$ cat config.mk
export PLATFORM = sky130hd
export DESIGN_NAME = bus_decode_ws
export DESIGN_NICKNAME = d
export VERILOG_FILES = /design/src/rtl/bus_decode_ws.sv
export SDC_FILE = /design/constraint.sdc
export NUM_CORES = 1
export LEC_CHECK = 0
export CAP_MARGIN = 10
export CORE_MARGIN = 4
export CORE_UTILIZATION = 38
export CTS_BUF_LIST = sky130_fd_sc_hd__clkbuf_4
export DETAILED_ROUTE_END_ITERATION = 8
export MAX_ROUTING_LAYER = met4
export PLACE_DENSITY = 0.67
export SLEW_MARGIN = 20
export SYNTH_ARGS = -nofsm -noshare
export SYNTH_HDL_FRONTEND = slang
export SYNTH_HIERARCHICAL = 1
export SYNTH_SLANG_ARGS = --single-unit
$ cat constraint.sdc
create_clock -name CLK -period 2 [get_ports CLK]
set_clock_uncertainty 0.05 [all_clocks]
set_input_delay 0.4 -clock CLK [delete_from_list [all_inputs] [get_ports CLK]]
set_output_delay 0.4 -clock CLK [all_outputs]
set_load 0.02 [all_outputs]
$ cat src/rtl/bus_decode_ws.sv
// bus_decode_ws: multiplexed-bus address latch, chip-select decoder and
// wait-state generator.
//
// An address phase (ALE high) latches {A,AD} and IOM. When ALE drops, the
// latched address is decoded against NCH base/mask windows. The first
// strobe (RD or WR low) then asserts the winning chip select, holds READY
// low for that channel's wait count and keeps CS up until both strobes
// return high. A strobe to an unmapped address pulses BUSERR instead.
// ALE during an active cycle aborts it.
//
// Ports:
//   CLK      bus clock, rising edge
//   RESET    asynchronous, active-high reset
//   ALE      address latch enable
//   IOM      1 = IO cycle, 0 = memory cycle (latched with the address)
//   RD, WR   active-low read/write strobes
//   A        upper address bits (AW-DW)
//   AD       multiplexed address/data low bits
//   Address  latched bus address
//   CS       one-hot chip select, active high
//   READY    0 inserts a wait state
//   BUSERR   one-cycle pulse for a strobed cycle with no decode hit
//
// Packed per-channel parameters put channel 0 in the least-significant
// slice, so in the defaults channel 0 is the rightmost entry of each list.

module bus_decode_ws_chan #(
  parameter int            AW      = 20,
  parameter logic [AW-1:0] BASE_C  = '0,
  parameter logic [AW-1:0] MASK_C  = '0,
  parameter logic          IS_IO_C = 1'b0
) (
  input  logic [AW-1:0] addr,
  input  logic          iom,
  output logic          hit
);
  assign hit = (((addr ^ BASE_C) & MASK_C) == '0) && (iom == IS_IO_C);
endmodule

module bus_decode_ws #(
  parameter int                NCH   = 4,
  parameter int                AW    = 20,
  parameter int                DW    = 8,
  parameter logic [NCH*AW-1:0] BASE  = {20'h01C00, 20'h0FF00, 20'h80000, 20'h00000},
  parameter logic [NCH*AW-1:0] MASK  = {20'h0FE00, 20'h0FFF0, 20'h80000, 20'h80000},
  parameter logic [NCH-1:0]    IS_IO = 4'b1100,
  parameter logic [NCH*4-1:0]  WAIT  = {4'd3, 4'd1, 4'd2, 4'd0}
) (
  input  logic             CLK,
  input  logic             RESET,
  input  logic             ALE,
  input  logic             IOM,
  input  logic             RD,
  input  logic             WR,
  input  logic [AW-DW-1:0] A,
  input  logic [DW-1:0]    AD,
  output logic [AW-1:0]    Address,
  output logic [NCH-1:0]   CS,
  output logic             READY,
  output logic             BUSERR
);
  localparam int IW = (NCH > 1) ? $clog2(NCH) : 1;

  typedef enum logic [2:0] {IDLE, ADDR, DECODED, WAITST, XFER} state_t;

  state_t         state, state_d;
  logic           iom_q;
  logic [NCH-1:0] hit_vec;
  logic           hit_any;
  logic [IW-1:0]  hit_idx;
  logic           hit_vld_q;
  logic [IW-1:0]  hit_idx_q;
  logic [NCH-1:0] cs_hit;
  logic [NCH-1:0] cs_d;
  logic [3:0]     cnt, cnt_d;
  logic           buserr_d;
  logic           strobe;
  logic [3:0]     wait_tbl [NCH];

  // Both strobes low together is still a single strobe.
  assign strobe = !RD || !WR;
  assign READY  = (state != WAITST);

  // Per-channel window compare.
  for (genvar gi = 0; gi < NCH; gi++) begin : g_chan
    bus_decode_ws_chan #(
      .AW      (AW),
      .BASE_C  (BASE[gi*AW +: AW]),
      .MASK_C  (MASK[gi*AW +: AW]),
      .IS_IO_C (IS_IO[gi])
    ) u_chan (
      .addr (Address),
      .iom  (iom_q),
      .hit  (hit_vec[gi])
    );
    assign wait_tbl[gi] = WAIT[gi*4 +: 4];
  end

  // Priority select: scanning downward lets the lowest hit overwrite.
  always_comb begin
    hit_any = 1'b0;
    hit_idx = '0;
    for (int i = NCH - 1; i >= 0; i--) begin
      if (hit_vec[i]) begin
        hit_any = 1'b1;
        hit_idx = IW'(i);
      end
    end
  end

  always_comb begin
    cs_hit            = '0;
    cs_hit[hit_idx_q] = 1'b1;
  end

  // Address phase latch; transparent on every edge while ALE is high.
  always_ff @(posedge CLK or posedge RESET) begin
    if (RESET) begin
      Address <= '0;
      iom_q   <= 1'b0;
    end else if (ALE) begin
      Address <= {A, AD};
      iom_q   <= IOM;
    end
  end

  // Decode result frozen when the address phase ends.
  always_ff @(posedge CLK or posedge RESET) begin
    if (RESET) begin
      hit_vld_q <= 1'b0;
      hit_idx_q <= '0;
    end else if (state == ADDR && !ALE) begin
      hit_vld_q <= hit_any;
      hit_idx_q <= hit_idx;
    end
  end

  always_ff @(posedge CLK or posedge RESET) begin
    if (RESET) begin
      state  <= IDLE;
      cnt    <= '0;
      CS     <= '0;
      BUSERR <= 1'b0;
    end else begin
      state  <= state_d;
      cnt    <= cnt_d;
      CS     <= cs_d;
      BUSERR <= buserr_d;
    end
  end

  always_comb begin
    state_d  = state;
    cnt_d    = cnt;
    cs_d     = CS;
    buserr_d = 1'b0;
    if (ALE && state != IDLE) begin
      // A new address phase abandons whatever cycle was in flight.
      state_d = ADDR;
      cnt_d   = '0;
      cs_d    = '0;
    end else begin
      unique case (state)
        IDLE: if (ALE) state_d = ADDR;
        ADDR: state_d = DECODED;
        DECODED: begin
          if (strobe) begin
            if (hit_vld_q) begin
              cnt_d   = wait_tbl[hit_idx_q];
              cs_d    = cs_hit;
              state_d = (wait_tbl[hit_idx_q] != 4'd0) ? WAITST : XFER;
            end else begin
              buserr_d = 1'b1;
              cs_d     = '0;
              state_d  = XFER;
            end
          end
        end
        WAITST: begin
          // Leave on the edge where the count reaches zero so READY is
          // low for exactly the loaded number of cycles.
          if (cnt <= 4'd1) begin
            cnt_d   = '0;
            state_d = XFER;
          end else begin
            cnt_d = cnt - 4'd1;
          end
        end
        XFER: begin
          if (!strobe) begin
            state_d = IDLE;
            cs_d    = '0;
          end
        end
        default: begin
          state_d = IDLE;
          cs_d    = '0;
          cnt_d   = '0;
        end
      endcase
    end
  end

endmodule

* Word level (Yosys, flattened, before mapping)
Index checks and enable logic that the tools add are counted. Widths: inputs -> output; s select.
Storage, ports and cells: register bits 36, input port bits 26, output and inout port bits 26, word-level logic and storage cells 88
Cells by class: $add $sub $neg 1, magnitude comparators 4, eq/ne operators 12, muxes and demuxes 35, bitwise logic cells 5, reduce and logical (&&, ||, !) cells 23
Operators by type and width (number):
- $logic_not 20->1 | 4
- $mux 4 | 10
- $pmux 4 s3 | 2
- $mux 3 | 7
- $ne 3x3->1 const B | 5
- $pmux 3 s5 | 1
- $mux 1 | 9
- $bmux 4 s2 | 1
- $mux 2 | 4
- $not 8->8 | 1
- $logic_and 1x1->1 | 7
- $eq 3x2->1 const B | 2
- $reduce_and 3->1 | 2
- $reduce_or 3->1 | 2
- $le 4x1->1 const B | 1
- $ne 2x1->1 const B | 2
- $reduce_and 4->1 | 1
- $reduce_bool 4->1 | 1
- $sub 4x1->4 const B | 1
- $eq 3x1->1 const B | 1
- $eq 3x3->1 const B | 1
- $ge 3x3->1 const B | 1
- $logic_not 1->1 | 3
- $logic_not 3->1 | 1
- 9 further kinds | 10

* Depth between registers and ports, before layout
Gate-level depths: netlist (run 1).
depth after elaboration 10, mapped depth 6

* Cells and area by module
Netlist (run 1), hierarchy kept.
By module, submodules not included:
- bus_decode_ws | instances 1, cells each 133, area each 1629.1 um^2, seq. area each 900.9 um^2
- bus_decode_ws_chan (g_chan[2].u_chan) | instances 1, cells each 5, area each 35.0 um^2, seq. area each 0.0 um^2
- bus_decode_ws_chan (g_chan[3].u_chan) | instances 1, cells each 3, area each 27.5 um^2, seq. area each 0.0 um^2
- bus_decode_ws_chan (g_chan[1].u_chan) | instances 1, cells each 1, area each 13.8 um^2, seq. area each 0.0 um^2
- bus_decode_ws_chan (g_chan[0].u_chan) | instances 1, cells each 1, area each 3.8 um^2, seq. area each 0.0 um^2

* Least setup slack after synthesis (run 1)
Ideal clock, no wire load.
path type register -> register, start register cnt[0], end register state[0], library setup time 0.126 ns, data arrival time 1.495 ns, path slack 0.328 ns, cell stages (with the launch flop) 7, period minus slack after synthesis 1.672 ns, cells stage by stage dfrtp_1 inv_1 ha_1 nor2_1 o311ai_1 inv_1 a311o_1
On the way: cells in the longest elaborated chain, start to end 3
RTL lines:
- start: declaration | line 75 | logic [3:0] cnt, cnt_d;
- start signal: assignment | line 146 | cnt <= cnt_d;
- $le 4x1->1 | line 182 | if (cnt <= 4'd1) begin
- $ne 3x3->1 (no source line)
- $reduce_and 4->1 (no source line)
- end signal: assignment | line 145 | state <= state_d;
- end: declaration | line 66 | state_t state, state_d;
No other way between the ends. A chain may end at the register's enable or synchronous reset.

* Final worst setup path (run 1)
start register state[2], end output port READY
On the way: cells in the longest elaborated chain, start to end 1
RTL lines:
- $ne 3x2->1 | line 82 | assign READY = (state != WAITST);
- end: declaration | line 59 | output logic READY,
No other way between the ends.

==> metrics.txt, run 1 <==
post-route minimum period 1.88 ns; first-pass GRT wire length 6470 um; FP Rows 24; clock latency on the worst-skew pair 0.33 ns; worst-margin pin slew 0.559 ns; drt drc 0; largest net degree at the start of global routing 37; Max stage delay on crit path 0.39 ns; ys flop type dfrtp_1; Synth Warn # 6; H-tree levels 2; cell chain of the critical path and2b_1 -> nand2_1 -> dlygate4sd2_1; Netlist cell types 40; Final Net Count 230; Final Non-Filler Cells 255; post_cts resized 1; Critical Path AT 1.43 ns; ys async rst share 100%; Crit. End Element output pin; Sequential Area 901 um2; total power 1770 uW; worst-case vdd ir drop 0.371 mV; # IOs 52; initial antenna violation count 0; f_max 0.533 GHz; CP max FO 4; total CTS buffers 5; gr usage total 15.8%; commonest non-fill, non-tap cell in the layout clkdlybuf4s50_1; Mapped Avg Cell Area 12.0 um2; cell count after placement 247; vias in the first global route 1424; vias per cell 5.13; area of the multi-input gates 757 um2; Final ANT Viol Nets 0; cts hold-fix bufs 0; Finished Cell Area 0.00237 mm2; Hold Path Class in2async; Seq cells post-synth 36; Buf+Inv Stages, Crit Path 1; CTS tree built; CTS Root Cell clkbuf_4; layout cells sized above 1 19.7%; DIE WIDTH 75.1 um; Initial Util 39.3%; max_cap viols 0; cell count after synthesis 143; final core occ 54.4%; fill count 354; hpwl dp 2930 um; ANT cells 0; Hold Vio Cnt, Final 0; Mapped Nets 171; Core Area 0.00435 mm2; Setup Viol. Count Final 0; clk slew on worst S/H paths 0.11 ns; clock sinks 36; leakage power 0.000993 uW; Routed wire per std cell 15.6 um; Cell Area, Placed 0.00230 mm2; DR iter-0 viols 53; kind of cell with the highest combined delay on the critical path flip-flops; CP Depth 3; Final Wtd Congestion 0.936; synthesized cell area 0.00171 mm2; Max-Slew Margin vs Limit 61.7%; DRT Pass-1 Iters 4; most frequent cells in the layout clkdlybuf4s50_1 (50), dfrtp_1 (36), mux2_2 (22), nand2_1 (10), inv_1 (9); DRT Wirelength 3990 um; data required time at the worst endpoint 1.55 ns; R2R cell count 6; post-synthesis sequential area ratio 52.7%; synthesis-to-layout area growth 38.5%; number of setup buffers added after CTS 0; startpoint types flip-flop; final worst-path cycle share 93.9%; PD cells 746 mW/mm2; crit path kind reg2out; Die ar. 0.00563 mm2; number of synthesized flops with an enable pin 0; Port Buffer Count 51; Overflow after GRT 0; CP max-delay cell dfrtp_1; status finished, final reports clean; CTS max path bufs 2; RSZ-0062 raised after global routing false; vias 1307; Die Span Y 75.1 um; Final Slew Violations 0
## power breakdown
| part | internal (uW) | total, uW | switching, uW |
|---|---|---|---|
| registers | 802 | 882 | 79.8 |
| clock network | 162 | 387 | 224 |
| logic | 256 | 497 | 241 |
| total | 1220 | 1770 | 545 |
## worst min-delay path: stages
cell and delay (ns):
clkdlybuf4s50_1 0.39, inv_1 0.05, buf_4 0.39
## cell families after synthesis
kind of cell,share of synthesized area (%)
buffers and inverters,3.44
flip-flops,52.7
adder cells (fa/ha/maj),1.46
XOR/XNOR,0.513
AND/OR/NAND/NOR,13.7
multiplexers,18.3
AO/OA/AOI/OAI,9.88
## path summary, 6_finish.rpt
kind | to | slack, ns | from
max | READY | 0.12 | state[2]
min | Address[8] | 0.41 | RESET
max reg2reg | state[0] | 0.25 | cnt[0]
min reg2reg | CS[0] | 0.45 | CS[0]
max in group asynchronous | Address[4] | 1.16 | RESET
min in group CLK | CS[0] | 0.45 | CS[0]
## area by class of cell
cell class,instances,share of cell area (%)
tap,52,2.75
timing repair buffer,57,23.4
inverter,9,1.43
sequential,36,38.1
clock buffer,7,2.22
clock inverter,1,0.159
multi-input combinational,93,32.0
## registers in the layout (all words and copies together), names as in the netlist
name and cells:
state 3, hit_vld_q 1, BUSERR 1, Address 20, hit_idx_q 2, cnt 4
iom_q 1, CS 4
## metal layers
metal / part of all wire (%) / global-route usage [%] / vias up
met5: 0 / - / -
met4: 1.3 / 6.72 / 0
met3: 6.0 / 4.94 / 6
met2: 50 / 25.2 / 40
met1: 42 / 18.3 / 630
li1: - / - / 631
## metrics by stage
step | TNS [ns] | setup slack [ns] | hold slack (ns)
after floorplan | 0 | 0.328 | 0.445
after global placement | 0 | 0.0221 | 0.423
after detailed placement | -0.236 | -0.0828 | 0.432
after CTS | 0 | 0.0776 | 0.415
after global routing | 0 | 0.0276 | 0.448
final | 0 | 0.123 | 0.412
## synth_stat cells (2+ instances only)
| cell type | n | area [um2] |
|---|---|---|
| mux2_1 | 4 | 45.0 |
| buf_2 | 5 | 25.0 |
| nor3b_1 | 3 | 22.5 |
| ha_1 | 2 | 25.0 |
| mux2i_1 | 2 | 20.0 |
| nand2b_1 | 2 | 12.5 |
| nor2_1 | 8 | 30.0 |
| mux2_2 | 22 | 248 |
| a2bb2oi_1 | 2 | 17.5 |
| inv_1 | 9 | 33.8 |
| nor4_1 | 2 | 12.5 |
| o21ai_1 | 3 | 15.0 |
| nor3_1 | 4 | 20.0 |
| nand2_1 | 10 | 37.5 |
| dfrtp_1 | 36 | 901 |
| nand4b_1 | 2 | 17.5 |
| a21oi_1 | 3 | 15.0 |
| a21o_1 | 2 | 15.0 |
Power figures use the tool's default switching activity.
==> inputs of run 2 (changes only) <==
--- a/config.mk
+++ b/config.mk
@@ -6,6 +6,7 @@
 export NUM_CORES = 1
 export LEC_CHECK = 0
 export CAP_MARGIN = 10
+export CORE_ASPECT_RATIO = 1.5
 export CORE_MARGIN = 4
 export CORE_UTILIZATION = 38
 export CTS_BUF_LIST = sky130_fd_sc_hd__clkbuf_4
==> run 2 against run 1 <==
- combinational power barely moved
- global-route usage fell by 0.29 points
- clock-buffer cell count is the same
- die area grew 0.39%
- critical path type unchanged
- wire length increased by 0.75%
- critical endpoint unchanged
==> metrics.txt, run 2 (same netlist as run 1, synthesis figures left out) <==
Max-Slew Margin vs Limit 67.7% (+5.9 points); Finished Cell Area 0.00237 mm2 (+0.32%); crit path kind reg2out; CTS tree built; max reg flops 20 (unchanged); Routed wire per std cell 15.9 um (+2.0%); vias per cell 5.35 (+4.4%); clock sinks 36 (unchanged); vias in the first global route 1455 (+2.2%); Crit. End Element output pin; Initial Util 39.9% (+0.67 points); leakage power 0.00101 uW (+1.6%); kind of cell with the highest combined delay on the critical path flip-flops; Overflow after GRT 0 (unchanged); Critical Path AT 1.40 ns (-0.03 ns); most frequent cells in the layout clkdlybuf4s50_1 (50), dfrtp_1 (36), mux2_2 (22), nand2_1 (10); Final Net Count 233 (+1.3%); Cell Area, Placed 0.00232 mm2 (+0.65%); data required time at the worst endpoint 1.55 ns (about the same); commonest non-fill, non-tap cell in the layout clkdlybuf4s50_1; CP max-delay cell dfrtp_1; worst-margin pin slew 0.473 ns (-0.0864 ns); Final Slew Violations 0 (unchanged); DRT Wirelength 4020 um (+0.75%); Final ANT Viol Nets 0 (unchanged); layout cells sized above 1 20.4% (+0.68 points); DRT Pass-1 Iters 4 (unchanged); PnR worst setup slack 0.151 ns (+0.0284 ns); Regs by FF count Address x20, CS x4, cnt x4; CTS Root Cell clkbuf_4; Hold Vio Cnt, Final 0 (unchanged); f_max 0.541 GHz (+1.5%); Max stage delay on crit path 0.39 ns (about the same); total CTS buffers 5 (unchanged); Top reg by flops Address; synthesis-to-layout area growth 38.9%; clock latency on the worst-skew pair 0.33 ns (about the same); Die Span Y 90.1 um (+20%); cell chain of the critical path and2b_1 -> nand2_1 -> dlygate4sd2_1; ANT cells 0 (unchanged); max_cap viols 0 (unchanged); CP max FO 4 (unchanged); status finished, final reports clean; cell count after placement 244 (-1.2%); Die ar. 0.00566 mm2 (+0.39%); number of setup buffers added after CTS 0 (unchanged); RSZ-0062 raised after global routing false; flop2flop setup slack 0.31 ns (+0.06 ns); Core Area 0.00428 mm2 (-1.7%); hpwl dp 3120 um (+6.4%); PD cells 743 mW/mm2 (-0.33%); initial antenna violation count 0 (unchanged); drt drc 0 (unchanged); CTS max path bufs 2 (unchanged); vias 1349 (+3.2%); Hold Path Class in2async; worst-case vdd ir drop 0.563 mV (+52%); FP Rows 29 (+21%); # IOs 52 (unchanged); DR iter-0 viols 86 (+62%); H-tree levels 2 (unchanged); Final Non-Filler Cells 252 (-1.2%); startpoint types flip-flop; clk slew on worst S/H paths 0.10 ns (about the same); Setup Viol. Count Final 0 (unchanged); final core occ 55.5% (+1.1 points); DIE WIDTH 62.8 um (-16%); Final Wtd Congestion 0.959 (+2.5%); pre-CTS WS -0.0383 ns (+0.0445 ns); Buf+Inv Stages, Crit Path 1 (unchanged); largest net degree at the start of global routing 37 (unchanged); post-route minimum period 1.85 ns (-0.0284 ns); final worst-path cycle share 92.5% (-1.4 points); first-pass GRT wire length 6710 um (+3.6%); gr usage total 15.5% (-0.29 points); Port Buffer Count 51 (unchanged)
-- run 2: what timing repair did --
item | CTS | global route
hold buffers | 0 | 0
setup endpoints to repair | 1 | 0
resized for setup | 1 | 0
-- run 2: path summary, 6_finish.rpt --
| path | startpoint | end | cells past startpoint |
|---|---|---|---|
| worst max-delay path | state[2] | READY | 3 |
| worst min-delay path | RESET | Address[1] | 3 |
| worst max register to register | cnt[0] | cnt[1] | 7 |
| worst min register to register | CS[0] | CS[0] | 1 |
| max in group asynchronous | RESET | CS[2] | 3 |
| min in group CLK | CS[0] | CS[0] | 1 |
-- run 2: metrics by stage --
step / hold WS, ns / power (uW) / TNS, ns
after floorplan: 0.445 / 1170 / 0
after global placement: 0.429 / 1380 / 0
after detailed placement: 0.444 / 1400 / -0.0832
after CTS: 0.414 / 1790 / 0
after global routing: 0.421 / 1880 / 0
final: 0.412 / 1760 / 0
-- run 2: tightest hold or removal path, delay by kind of cell --
kind	cells	cell delay [ns]
buf+inv	3	0.83
-- run 2: cell type report --
cell class              instances  area, um2
fillers                       385       1910
flip-flops and latches         36        901
multi-input cells              93        749
repair buffers                 60        577
well taps                      46       57.6
clock buffers                   7       52.6
inverters                       9       33.8
clock inverters                 1       3.75
-- run 2: power breakdown --
group	internal, uW	switching (uW)
logic	259	239
clock network	162	226
registers	802	77.4
-- run 2: routing by layer --
layer	up-vias	GRT usage [%]	part of all wire, %
met5	-	-	0
met4	0	6.81	2.5
met3	10	4.11	4.8
met2	46	27.1	55
met1	653	16.3	38
li1	640	-	-
